`config.mk`:
```
export PLATFORM = sky130hd
export DESIGN_NAME = rr_sel_arbiter
export DESIGN_NICKNAME = d
export VERILOG_FILES = /design/src/rtl/rr_sel_arbiter.sv
export SDC_FILE = /design/constraint.sdc
export NUM_CORES = 1
export LEC_CHECK = 0
export ABC_AREA = 1
export ABC_CLOCK_PERIOD_IN_PS = 4650
export BUFFER_PORTS_ARGS = -buffer_cell sky130_fd_sc_hd__buf_2
export CORE_ASPECT_RATIO = 0.6
export CORE_MARGIN = 1.5
export CORE_UTILIZATION = 62
export CTS_CLUSTER_DIAMETER = 120
export DETAILED_ROUTE_END_ITERATION = 6
export HOLD_SLACK_MARGIN = 0.06
export PLACE_DENSITY_LB_ADDON = 0.12
export SYNTH_ARGS = -nofsm -noshare
export SYNTH_HDL_FRONTEND = slang
export SYNTH_SLANG_ARGS = --single-unit
```
`constraint.sdc`:
```
create_clock -name clk -period 4.65 [get_ports clk]
set_clock_uncertainty 0.1 [all_clocks]
set_input_delay 0.93 -clock clk [delete_from_list [all_inputs] [get_ports clk]]
set_output_delay 0.93 -clock clk [all_outputs]
set_load 0.02 [all_outputs]
```
`src/rtl/rr_sel_arbiter.sv`:
```
// rr_sel_arbiter: round-robin arbiter producing the select for an N-to-1 mux.
// The chosen source index is presented on sel (plus one-hot grant) and held
// under a valid/ready handshake until the consumer takes it.
//
// Ports:
//   clk        rising-edge clock
//   rst_n      asynchronous active-low reset
//   req        per-source request, held high until its transfer completes
//   out_ready  consumer accepts the current selection
//   out_valid  sel/grant hold a live selection
//   sel        granted index, drives the mux select
//   grant      one-hot of sel, zero when out_valid=0
//   xfer       out_valid & out_ready, transfer strobe back to the sources
module rr_sel_arbiter #(
  parameter int NUM_REQ = 8,
  parameter int SEL_W   = 3
) (
  input  logic               clk,
  input  logic               rst_n,
  input  logic [NUM_REQ-1:0] req,
  input  logic               out_ready,
  output logic               out_valid,
  output logic [SEL_W-1:0]   sel,
  output logic [NUM_REQ-1:0] grant,
  output logic               xfer
);

  typedef enum logic {IDLE, HOLD} state_t;

  state_t             state;
  logic [SEL_W-1:0]   ptr;
  logic [SEL_W-1:0]   ptr_nxt;
  logic [SEL_W-1:0]   start;
  logic [SEL_W-1:0]   win;
  logic [NUM_REQ-1:0] cand;
  logic               found;
  logic [SEL_W:0]     idx;

  // out_valid is only ever high in HOLD, so this is the HOLD transfer edge.
  assign xfer = out_valid & out_ready;

  // Pointer moves one past the source being consumed, wrapping at NUM_REQ.
  assign ptr_nxt = (sel == SEL_W'(NUM_REQ-1)) ? '0 : sel + 1'b1;

  // Circular first-set search from start. On a transfer edge the outgoing
  // source is masked and the search already uses the advanced pointer, so a
  // follow-on grant lands in the same edge without a bubble.
  always_comb begin
    cand  = xfer ? (req & ~grant) : req;
    start = xfer ? ptr_nxt : ptr;
    found = 1'b0;
    win   = '0;
    idx   = '0;
    for (int i = 0; i < NUM_REQ; i++) begin
      idx = {1'b0, start} + (SEL_W+1)'(i);
      if (idx >= (SEL_W+1)'(NUM_REQ)) idx = idx - (SEL_W+1)'(NUM_REQ);
      if (!found && cand[idx[SEL_W-1:0]]) begin
        found = 1'b1;
        win   = idx[SEL_W-1:0];
      end
    end
  end

  always_ff @(posedge clk or negedge rst_n) begin
    if (!rst_n) begin
      state     <= IDLE;
      out_valid <= 1'b0;
      sel       <= '0;
      grant     <= '0;
      ptr       <= '0;
    end else begin
      case (state)
        IDLE: begin
          if (found) begin
            sel       <= win;
            grant     <= NUM_REQ'(1) << win;
            out_valid <= 1'b1;
            state     <= HOLD;
          end
        end
        HOLD: begin
          // Without out_ready everything is frozen: a grant is never withdrawn.
          if (out_ready) begin
            ptr <= ptr_nxt;
            if (found) begin
              sel   <= win;
              grant <= NUM_REQ'(1) << win;
            end else begin
              // sel keeps its last value; only grant/valid drop.
              grant     <= '0;
              out_valid <= 1'b0;
              state     <= IDLE;
            end
          end
        end
        default: state <= IDLE;
      endcase
    end
  end

endmodule
```
Word-level counts from Yosys, hierarchy flattened
Cells that the tools add are included.
{"block": "classes", "n_addsub": 16, "mul": 0, "div_mod_pow": 0, "order_cmp": 16, "eq_ne": 4, "shift": 1, "n_mux": 57, "n_bitwise": 4, "n_reduce_logical": 17}
{"op": "$mux 3", "n": 20}
{"op": "$lt 3x4->1 const B", "n": 8}
{"op": "$mux 8", "n": 4}
{"op": "$ge 4x4->1 const B", "n": 7}
{"op": "$bmux 1 s3", "n": 8}
{"op": "$sub 3x1->3 const B", "n": 8}
{"op": "$mux 1", "n": 21}
{"op": "$add 3x3->4 const B", "n": 4}
{"op": "$pmux 8 s2", "n": 1}
{"op": "$add 3x2->4 const B", "n": 2}
{"op": "$and 8x8->8", "n": 1}
{"op": "$not 8->8", "n": 1}
{"op": "$shl 1x3->8 const A", "n": 1}
{"op": "$logic_and 1x1->1", "n": 7}
{"op": "$logic_not 1->1", "n": 7}
{"op": "$ne 2x2->1 const B", "n": 3}
{"op": "$pmux 3 s2", "n": 1}
{"op": "$add 3x1->4 const B", "n": 1}
{"op": "$ge 3x4->1 const B", "n": 1}
{"op": "$pmux 1 s2", "n": 2}
{"op": "$reduce_and 2->1", "n": 2}
{"op": "$add 3x1->3 const B", "n": 1}
{"op": "$eq 3x3->1 const B", "n": 1}
{"op": "$reduce_and 3->1", "n": 1}
{"op": "other kinds (2)", "n": 2}
{"block": "totals", "ff_bits": 16, "latch_bits": 0, "ram_bits": 0, "rom_bits": 0, "in_bits": 11, "out_inout_bits": 13, "elab_cells": 120, "n_memories": 0}

Logic depth before layout (Yosys ltp)
{"block": "depth", "ltp_word": 33, "ltp_mapped": 22, "ltp_nobuf": 21}

Worst setup path after synthesis
OpenSTA, ideal clock, no wires.
{"block": "synth_path", "path_kind": "input to register", "startpoint": "in out_ready", "endpoint": "reg grant[4]", "setup_time_ns": 0.121, "t_arrival_ns": 3.132, "setup_slack_ns": 1.297, "cell_stages": 21, "cell_sequence": "buf_6 -> nand2_8 -> nand2_1 -> o21ai_4 -> buf_4 -> ha_1 -> buf_2 -> inv_1 -> nand2_1 -> nand2_1 -> nand2_1 -> nand2_2 -> inv_2 -> nor2_4 -> nand2_2 -> nor2_4 -> nand3_2 -> nand2_1 -> nand2_2 -> nand2_2 -> o21ai_1"}
{"block": "synth_via", "elab_chain_len": 32, "elab_cells_between_ends": 88}
{"item": "start: declaration", "line_no": "21", "source": "input logic out_ready,"}
{"item": "parallel branches: the longest is 32 deep, another holds $add 3x1->4"}
{"item": "end signal: assignment", "line_no": "76", "source": "grant <= NUM_REQ'(1) << win;"}
{"item": "end signal: assignment", "line_no": "87", "source": "grant <= NUM_REQ'(1) << win;"}
{"item": "end: declaration", "line_no": "24", "source": "output logic [NUM_REQ-1:0] grant,"}
Several ways; the timed one is not identified. The select of a mux whose other input is x is not followed.
A chain may end at the register's enable or synchronous reset.

Worst setup path in the final report
{"block": "layout_path", "startpoint": "in out_ready", "endpoint": "reg grant[7]"}
Same word-level chain as after synthesis.

==> metrics.csv <==
stage,metric,value,unit
route,wirelength,4910,um
route,dr.pass1.iters,5,
setup_path,cp_slowest_cell,o21ai_4,
timing,max-slew-margin-rel,69.8,%
timing,post-route-period-util,80.1,%
timing,max_freq,269,MHz
timing,worstMarginPinSlew,0.453,ns
setup_path,cp_slowest_stage_delay,0.40,ns
final_layout,layout_common_cells,"109 x nand2_1, 55 x nand3_1, 25 x inv_1",
setup_path,cp.required,4.69,ns
setup_path,cp_common_cell,nand2_1,
final_layout,drive_above_1_share,20.4,%
timing,maxSlewViolCount,0,
grt,antenna_found_initial,0,
cts,cts_hold_buf,0,
place,place.port_buffers,23,
logic_synthesis,ys_top_cells_by_area,"nand2_1 23%, dfrtp_1 23%, nand3_1 16%",
route,route.detailed.drc,0,
grt,grt_max_degree,17,
cts,cts_tree,built,
setup_path,cp-end-kind,register,
timing,holdWs,0.430,ns
grt,grt_pass1_vias,1729,
cts,cts_max_path_buffers,2,
cts,cts_buffers,3,
logic_synthesis,async_flop_share,100,%
route,postRouteAntennaNets,0,
route,routedWlPerCell,14.4,um
cts,cts-root-buf,clkbuf_8,
logic_synthesis,ys_types,25,
cts,h-tree-depth,1,
setup_path,crit_chain,"buf_2, nand2_8, o21ai_4, inv_2, ha_1, inv_1, nand2_1, nand2_1, nand3_1, nand2_1, nand3_1, nor2_4, nand2_2, nor2_4, nand3_2, nand2_1, nand2_2, nand2_2, o21ai_1",
timing,rsz0062_at_grt,false,
setup_path,crit_start,out_ready,
setup_path,cp_max_fo,14,
run,max_cap_violations,0,
run_status,status,finished clean,
logic_synthesis,synth_area_leader_cell,nand2_1,
final_layout,final_area,0.00194,mm2
floorplan,initial_core_util,67.9,%
power,p_leak,1.10,nW
grt,track_usage,33.6,%
min_path,hold_depth,2,
logic_synthesis,seq_area_frac_synth,22.6,%
setup_path,ff2ff_path_depth,18,
final_layout,nNetsFinal,325,
power,p_total,1.69,mW
cts,cts.sinks,16,
place,dp_hpwl,3980,um
logic_synthesis,synth_top_area_share,23.1,%
place,post_dp_cell_area,0.00188,mm2
floorplan,core_area,0.00261,mm2
floorplan,die_h,44.4,um
logic_synthesis,yosys_warnings,0,
place,dp_cells,337,
place,dp_slack,0.758,ns
route,dr_total_vias,2018,
logic_synthesis,synth-seq-cells,16,
final_layout,fin_cells,341,
cts,post_cts_buffers,0,
cts,cts.clk_slew.worst_paths,0.07,ns
final_layout,nFillCells,199,
cts,insertion_delay,0.26,ns
route,vias_per_cell,5.92,
floorplan,num_rows,14,
floorplan,die-area,0.00320,mm2
timing,setup_viol,0,
floorplan,io_pins,24,
timing,hold_viol,0,
logic_synthesis,synth_flop_cell,dfrtp_1,
final_layout,final_util,74.2,%
min_path,worstHoldStart,ptr[2],
logic_synthesis,synth.net_count,302,
setup_path,startpoint_type,primary input,
timing,final.setup.tns,0,ns
power,powerDensity,872,mW/mm2
final_layout,area_delta_synth_final,9.25,%
grt,grt_pass1_wl,8010,um
setup_path,crit_type,primary input to register,
logic_synthesis,synth.cell_area,0.00177,mm2
final_layout,final_common_cell,nand2_1,
grt,overflow,0,
final_layout,antenna_cells,0,
logic_synthesis,synth_cells,287,
logic_synthesis,synth.avg_cell_area,6.17,um2
logic_synthesis,synth_edf_count,0,
place,routabilityCongestion,1.03,
setup_path,r2r_start,sel[0],
route,first_iter_violations,223,
cts,ctsResizeCount,0,
setup_path,crit_arrival,3.77,ns
timing,fin_crit,3.72,ns
power,vdd_ir_drop_max,0.520,mV
min_path,hp-class,register to register,
timing,setup_slack,0.926,ns
floorplan,die_x,72.0,um
## registers in the layout (all words and copies together), names as in the netlist
| register | cells |
|---|---|
| grant | 8 |
| out_valid | 1 |
| ptr | 3 |
| sel | 3 |
| state | 1 |
## metal layers
layer | track usage (%) | vias to the layer above | wire [um]
li1 | - | 979 | -
met1 | 50.5 | 905 | 2210
met2 | 47.6 | 121 | 1910
met3 | 10.3 | 13 | 698
met4 | 6.79 | 0 | 89
met5 | 0 | - | 0
## final timing paths
path	end	slack [ns]
hold reg to reg	ptr[2]	0.43
setup reg to reg	grant[7]	1.06
setup / recovery	grant[7]	0.93
max in group asynchronous	grant[1]	3.70
hold / removal	ptr[2]	0.43
min in group asynchronous	grant[5]	0.48
## report_power, final
| part | leakage [nW] | switching, mW | internal, mW |
|---|---|---|---|
| sequential | 0.205 | 0.0478 | 0.186 |
| combinational | 0.864 | 0.942 | 0.384 |
| clock | 0.0288 | 0.0532 | 0.0754 |
| total | 1.10 | 1.04 | 0.646 |
## Yosys cell counts (4+ instances only)
cell	number
o21ai_1	8
dfrtp_1	16
nand2_2	11
nand2_1	109
nor2_1	11
inv_1	25
nand4_1	9
nand3_1	55
a21oi_1	4
ha_1	4
o21ai_0	4
inv_2	7
## final cells by class
cell class | instances | area (um2) | area share [%]
flip-flops and latches | 16 | 400 | 20.7
multi-input cells | 233 | 1200 | 61.8
inverters | 33 | 129 | 6.66
well taps | 32 | 40.0 | 2.07
clock buffers | 4 | 55.1 | 2.84
repair buffers | 23 | 115 | 5.95
## worst max-delay path: cells and delay by family
family / cells / cell delay (ns)
buffers and inverters: 3 / 0.53
AND/OR/NAND/NOR: 13 / 1.51
adder cells (fa/ha/maj): 1 / 0.28
AO/OA/AOI/OAI: 2 / 0.49
## cell families after synthesis
| kind of cell | count (synthesis) | synth area share, % |
|---|---|---|
| compound gates | 21 | 8.19 |
| buf+inv | 38 | 9.89 |
| xor+xnor | 1 | 0.918 |
| flops | 16 | 22.6 |
| simple gates | 207 | 55.6 |
| fa+ha+maj | 4 | 2.82 |
Power figures use the tool's default switching activity.
